[src/rtl/fft_power_peak_reader.sv]
// FFT result consumer: per-bin |X|^2 for two channels, per-frame peak search,
// and a two-beat trailer (peaks, then frame count / status / peak bins).
module fft_power_peak_reader #(
    parameter int FFT_LEN            = 8192,
    parameter int FFT_AXI_DATA_WIDTH = 32,
    parameter int FFT_INDEX_LEN      = 32,
    parameter int PEAK_MIN_BIN       = 1
) (
    input  logic                            aclk,
    input  logic                            areset,
    input  logic [2*FFT_AXI_DATA_WIDTH-1:0] s_axis_tdata,
    input  logic                            s_axis_tvalid,
    input  logic                            s_axis_tlast,
    output logic                            s_axis_tready,
    input  logic [FFT_INDEX_LEN-1:0]        s_axis_index,
    output logic [63:0]                     m_axis_tdata,
    output logic                            m_axis_tvalid,
    output logic                            m_axis_tlast,
    output logic                            m_axis_tuser,
    input  logic                            m_axis_tready,
    output logic                            frame_done,
    output logic [2:0]                      frame_status
);
    localparam int PWR_W  = FFT_AXI_DATA_WIDTH;
    localparam int HALF_W = FFT_AXI_DATA_WIDTH / 2;
    localparam int BIN_W  = $clog2(FFT_LEN);
    localparam logic [BIN_W-1:0] LAST_BIN = BIN_W'(FFT_LEN - 1);
    localparam logic [BIN_W-1:0] MIN_BIN  = BIN_W'(PEAK_MIN_BIN);

    typedef enum logic [1:0] {RUN, DRAIN, TRL_B} state_t;

    state_t state_q, state_d;

    logic                             en, accept, last_beat, at_last;
    logic                             trl_a_ld, trl_b_ld;
    logic [2:0]                       beat_flags, status_acc;
    logic [BIN_W-1:0]                 bin_cnt;
    logic [15:0]                      frame_cnt;
    logic                             vld_p1;
    logic [1:0][PWR_W-1:0]            re_sq_p1, im_sq_p1;
    logic [BIN_W-1:0]                 bin_p1;
    logic [1:0][PWR_W-1:0]            pwr_sum;
    logic [1:0][PWR_W-1:0]            peak_pwr;
    logic [1:0][BIN_W-1:0]            peak_bin;

    // Largest square is 2^30, so the signed product is always non-negative.
    function automatic logic [PWR_W-1:0] square(input logic signed [HALF_W-1:0] x);
        logic signed [PWR_W-1:0] p;
        p = x * x;
        return unsigned'(p);
    endfunction

    assign en            = !m_axis_tvalid | m_axis_tready;
    assign s_axis_tready = en & (state_q == RUN) & !areset;
    assign accept        = s_axis_tvalid & s_axis_tready;
    assign at_last       = (bin_cnt == LAST_BIN);
    assign last_beat     = accept & (s_axis_tlast | at_last);
    assign trl_a_ld      = en & (state_q == DRAIN) & !vld_p1;
    assign trl_b_ld      = en & (state_q == TRL_B);
    assign frame_done    = m_axis_tvalid & m_axis_tready & m_axis_tlast;

    assign beat_flags = {(s_axis_index != FFT_INDEX_LEN'(bin_cnt)),
                         at_last & !s_axis_tlast,
                         s_axis_tlast & !at_last};

    always_comb begin
        pwr_sum = '0;
        for (int c = 0; c < 2; c++) begin
            pwr_sum[c] = re_sq_p1[c] + im_sq_p1[c];
        end
    end

    always_comb begin
        state_d = state_q;
        case (state_q)
            RUN:     if (last_beat) state_d = DRAIN;
            DRAIN:   if (trl_a_ld)  state_d = TRL_B;
            TRL_B:   if (en)        state_d = RUN;
            default: state_d = RUN;
        endcase
    end

    always_ff @(posedge aclk) begin
        if (areset) state_q <= RUN;
        else        state_q <= state_d;
    end

    // Frame bookkeeping: bin counter, status accumulation, peak search
    always_ff @(posedge aclk) begin
        if (areset) begin
            bin_cnt    <= '0;
            frame_cnt  <= '0;
            status_acc <= '0;
            peak_pwr   <= '0;
            peak_bin   <= '0;
        end else if (trl_b_ld) begin
            bin_cnt    <= '0;
            frame_cnt  <= frame_cnt + 16'd1;
            status_acc <= '0;
            peak_pwr   <= '0;
            peak_bin   <= '0;
        end else begin
            if (accept) begin
                bin_cnt    <= bin_cnt + 1'b1;
                status_acc <= status_acc | beat_flags;
            end
            if (en && vld_p1 && bin_p1 >= MIN_BIN) begin
                for (int c = 0; c < 2; c++) begin
                    if (pwr_sum[c] > peak_pwr[c]) begin
                        peak_pwr[c] <= pwr_sum[c];
                        peak_bin[c] <= bin_p1;
                    end
                end
            end
        end
    end

    // Stage 1: squares per channel
    always_ff @(posedge aclk) begin
        if (areset)  vld_p1 <= 1'b0;
        else if (en) vld_p1 <= accept;
    end

    always_ff @(posedge aclk) begin
        if (accept) begin
            for (int c = 0; c < 2; c++) begin
                re_sq_p1[c] <= square(s_axis_tdata[c*PWR_W +: HALF_W]);
                im_sq_p1[c] <= square(s_axis_tdata[c*PWR_W+HALF_W +: HALF_W]);
            end
            bin_p1 <= bin_cnt;
        end
    end

    // Stage 2: output register, shared by power beats and the two trailers
    always_ff @(posedge aclk) begin
        if (areset) begin
            m_axis_tvalid <= 1'b0;
            m_axis_tdata  <= '0;
            m_axis_tlast  <= 1'b0;
            m_axis_tuser  <= 1'b0;
            frame_status  <= '0;
        end else begin
            if (frame_done) frame_status <= m_axis_tdata[34:32];
            if (trl_a_ld) begin
                m_axis_tvalid <= 1'b1;
                m_axis_tdata  <= {peak_pwr[1], peak_pwr[0]};
                m_axis_tuser  <= 1'b1;
                m_axis_tlast  <= 1'b0;
            end else if (trl_b_ld) begin
                m_axis_tvalid <= 1'b1;
                m_axis_tdata  <= {frame_cnt, 13'b0, status_acc,
                                  16'(peak_bin[1]), 16'(peak_bin[0])};
                m_axis_tuser  <= 1'b1;
                m_axis_tlast  <= 1'b1;
            end else if (en) begin
                m_axis_tvalid <= vld_p1;
                if (vld_p1) m_axis_tdata <= {pwr_sum[1], pwr_sum[0]};
                m_axis_tuser  <= 1'b0;
                m_axis_tlast  <= 1'b0;
            end
        end
    end
endmodule

[config.mk]
export PLATFORM = sky130hd
export DESIGN_NAME = fft_power_peak_reader
export DESIGN_NICKNAME = d
export VERILOG_FILES = /design/src/rtl/fft_power_peak_reader.sv
export SDC_FILE = /design/constraint.sdc
export NUM_CORES = 2
export LEC_CHECK = 0
export BUFFER_PORTS_ARGS = -buffer_cell sky130_fd_sc_hd__buf_4
export CORE_MARGIN = 4
export CORE_UTILIZATION = 60
export CTS_CLUSTER_SIZE = 24
export DETAILED_ROUTE_END_ITERATION = 16
export HOLD_SLACK_MARGIN = 0.15
export MAX_ROUTING_LAYER = met4
export PLACE_DENSITY = 0.86
export SETUP_SLACK_MARGIN = 0.05
export SYNTH_ARGS = -nofsm -noshare
export SYNTH_HDL_FRONTEND = slang
export SYNTH_SLANG_ARGS = --single-unit
[constraint.sdc]
create_clock -name aclk -period 8.9 [get_ports aclk]
set_clock_uncertainty 0.15 [all_clocks]
set_input_delay 0.89 -clock aclk [delete_from_list [all_inputs] [get_ports aclk]]
set_output_delay 0.89 -clock aclk [all_outputs]
set_load 0.1 [all_outputs]
==> key figures <==
Outcome
  • Status: finished clean

Placement
  • Dpl cells: between 6000 and 7000
  • Port bufs: around 170
  • Placer Congestion: approximately 0.96
  • Final HPWL DP: 100.0 mm

Final layout
  • Share of cells above drive strength 1: under 10%
  • Footprint of the multi-input gates: about 0.038 mm²
  • Non-Filler Instances: 6745
  • Synth-to-Final Area Change: 6.760%
  • Layout fillers: ~6600
  • Layout Nets: slightly above 7000
  • Sequential cell area: approximately 0.0080 mm²

Worst hold path
  • Hold Path Stages: 2
  • Worst Hold Class: reg -> reg

Critical path
  • Reg2Reg Depth: 19
  • Critical path's largest stage delay: ~0.54 ns
  • Cell Chain, Critical Path: buf_4 -> nand2_1 -> inv_1 -> fa_1 -> inv_1 -> fa_1 -> fa_1 -> inv_1 -> fa_1 -> fa_1 -> inv_1 -> fa_1 -> inv_1 -> ha_1 -> a21o_1 -> a221oi_1 -> o211ai_1 -> o21ai_0 -> o311ai_1 -> nor4_1 -> o31ai_1 -> o41ai_1 -> xnor2_1
  • WS Path Type: in -> reg
  • Crit. End Element: register
  • CP arrival: around 7 ns
  • Critical path peak fanout: 16
  • Buf/Inv on CP: 6
  • Slowest-stage cell, CP: fa_1
  • CP required: 9.02 ns
  • Top cell by count, worst path: fa_1
  • Delay-heaviest family, CP: adder cells
  • Worst setup SP type: input pin
  • CP Depth: 23

Drt
  • Residual DRC: 0
  • DR vias/cell: 5.596
  • Wire per inst: approximately 18 µm
  • DR vias: approximately 38000
  • Routed Antenna Nets: 0
  • Drt first pass iters: 8
  • 1st-iter DRT viols: approximately 2500
  • Routed wire length: between 100 and 150 mm

Timing
  • Final count of negative-setup-slack endpoints: 0
  • Worst slew margin: between 20% and 30%
  • Final Cycle Share: between 70% and 80%
  • Final TNS setup: 0 ns
  • Top achievable clock speed: around 0.14 GHz
  • RSZ-0062 raised after global routing: no
  • Slew Viols, Final: 0
  • Worst-margin pin slew: approximately 1.1 ns
  • Final hold vios: 0
  • Tmin final: 7.067 ns

Synthesis
  • Number of synthesized register bits: around 330
  • Syn_area_per_cell: approximately 9.4 µm²
  • Post-synth top area share: a little over a third
  • Yosys warning count: 0
  • EDFF count, synth: 137
  • Post-synth top cells: inv_1 (1366), fa_1 (941), ha_1 (484)
  • Most frequent cell after synthesis: inv_1
  • Syn Inst Count: ~5500
  • Fraction of registers with async set/reset: 0%
  • Synth area leader: fa_1
  • Seq/Total Area, Yosys: roughly 16%
  • Post-synthesis cell type count: 84
  • Syn Nets: 7028
  • Main area contributors after synthesis: fa_1 (37%), ha_1 (12%), inv_1 (9.9%)
  • Cell Area, Synth: between 0.05 and 0.06 mm²
  • Main synth FF type: dfxtp_1

Run
  • Max_cap viols: 0

CTS
  • CTS clock-pin slew for the worst setup and hold paths: around 0.060 ns
  • CTS tree: built
  • Clk sinks: roughly 330
  • CTS Hold Buffers Added: 0
  • CTS max path bufs: 3
  • Postcts setup bufs: 0
  • CTS root buf: clkbuf_16
  • H-Tree Depth: 2
  • Total CTS buffers: 34
  • Worst-Skew Late Latency: between 0.5 and 0.6 ns
  • Post-CTS sizing: 0

Die
  • Die H: ~300 µm
  • Site Rows: 107
  • Core footprint: 0.08515 mm²
  • Die area: between 0.09 and 0.1 mm²
  • Starting Density: slightly above 60%
  • Die width: roughly 300 µm
  • IO Pins: approximately 170

GRT
  • Pin count of the biggest net entering global routing: 76
  • Vias in the first global route: 40880
  • First-pass GRT wire length: roughly 200 mm
  • Global Route Usage Sum: 28.63%
  • Overflow after GRT: 0
  • Initial antenna violation count: 2
==> kinds of logic after synthesis <==
logic type | synth area share, %
flops | 15.55
buf+inv | 11.11
compound gates | 8.352
simple gates | 11.11
mux | 1.286
xor+xnor | 4.299
fa+ha+maj | 48.29
==> cell usage in the layout (no fill, tap or decap), types with 36 or more instances in the layout <==
cell       instances
xor2_1            74
nand2_1          479
dfxtp_1          195
nor2_1           318
clkbuf_16         37
nand3_1           62
nand2b_1          36
xnor2_1          179
fa_1             941
o21ai_0          101
ha_1             484
edfxtp_1         137
nor3_1            36
mux2i_1           64
buf_4            190
a21oi_1          213
and2_1           164
inv_1           1366
a21o_1            88
==> final timing paths <==
kind                    startpoint            to  slack, ns
setup reg to reg       im_sq_p1[3]  peak_pwr[28]       2.56
setup / recovery  s_axis_tdata[24]  im_sq_p1[31]       1.83
hold / removal         peak_bin[4]   peak_bin[4]       0.31
hold reg to reg        peak_bin[4]   peak_bin[4]       0.31
==> through the flow <==
| stage | utilization (%) | cell area (µm²) | hold WS [ns] | worst slack, ns |
|---|---|---|---|---|
| 3_5_place_dp | 63.25 | 53860 | 0.2981 | 1.295 |
| 2_1_floorplan | - | 51550 | 0.2857 | 1.488 |
| 5_1_grt | 64.63 | 55030 | 0.3233 | 1.360 |
| 6_report | 64.63 | 55030 | 0.3082 | 1.833 |
| 4_1_cts | 64.63 | 55030 | 0.3060 | 1.850 |
| 3_3_place_gp | 63.25 | 53860 | 0.2931 | 1.415 |
==> flip-flops by register name, indices dropped and copies added, names as in the netlist <==
signal         flops
bin_p1            13
peak_pwr          64
status_acc         3
m_axis_tdata      64
m_axis_tuser       1
vld_p1             1
m_axis_tvalid      1
im_sq_p1          62
bin_cnt           13
frame_status       3
frame_cnt         16
re_sq_p1          62
state_q            2
m_axis_tlast       1
peak_bin          26
==> routing by layer <==
metal  part of all wire, %  track usage, %
met3                   6.8           3.772
met2                    52           50.03
met5                     0               -
met4                   4.7           11.18
met1                    37           33.80
==> cell type report <==
class | instances | share of cell area (%)
Tap cell | 1144 | 2.601
Clock buffer | 45 | 1.773
Clock inverter | 17 | 0.3547
Antenna cell | 2 | 0.009094
Sequential cell | 332 | 14.57
Multi-Input combinational cell | 3647 | 68.77
Inverter | 1368 | 9.331
Timing Repair Buffer | 190 | 2.592
==> worst reg2reg max path, cell delays in order (launching register included) <==
cell	delay [ns]
edfxtp_1	0.45
ha_1	0.36
a21o_1	0.21
a21oi_4	0.09
o21a_2	0.22
nor4_2	0.32
o31a_1	0.23
o2111a_2	0.26
o2111ai_4	0.17
a31oi_4	0.34
a41o_1	0.28
inv_1	0.08
ha_1	0.29
nand4_1	0.13
nor4_1	0.58
a21boi_1	0.40
o31a_1	0.79
buf_4	0.45
nand2_1	0.19
o21ai_0	0.25
Power is left out: the tool's default activity adds up to more than one toggle a clock period on the data nets, which glitch-free logic cannot reach.
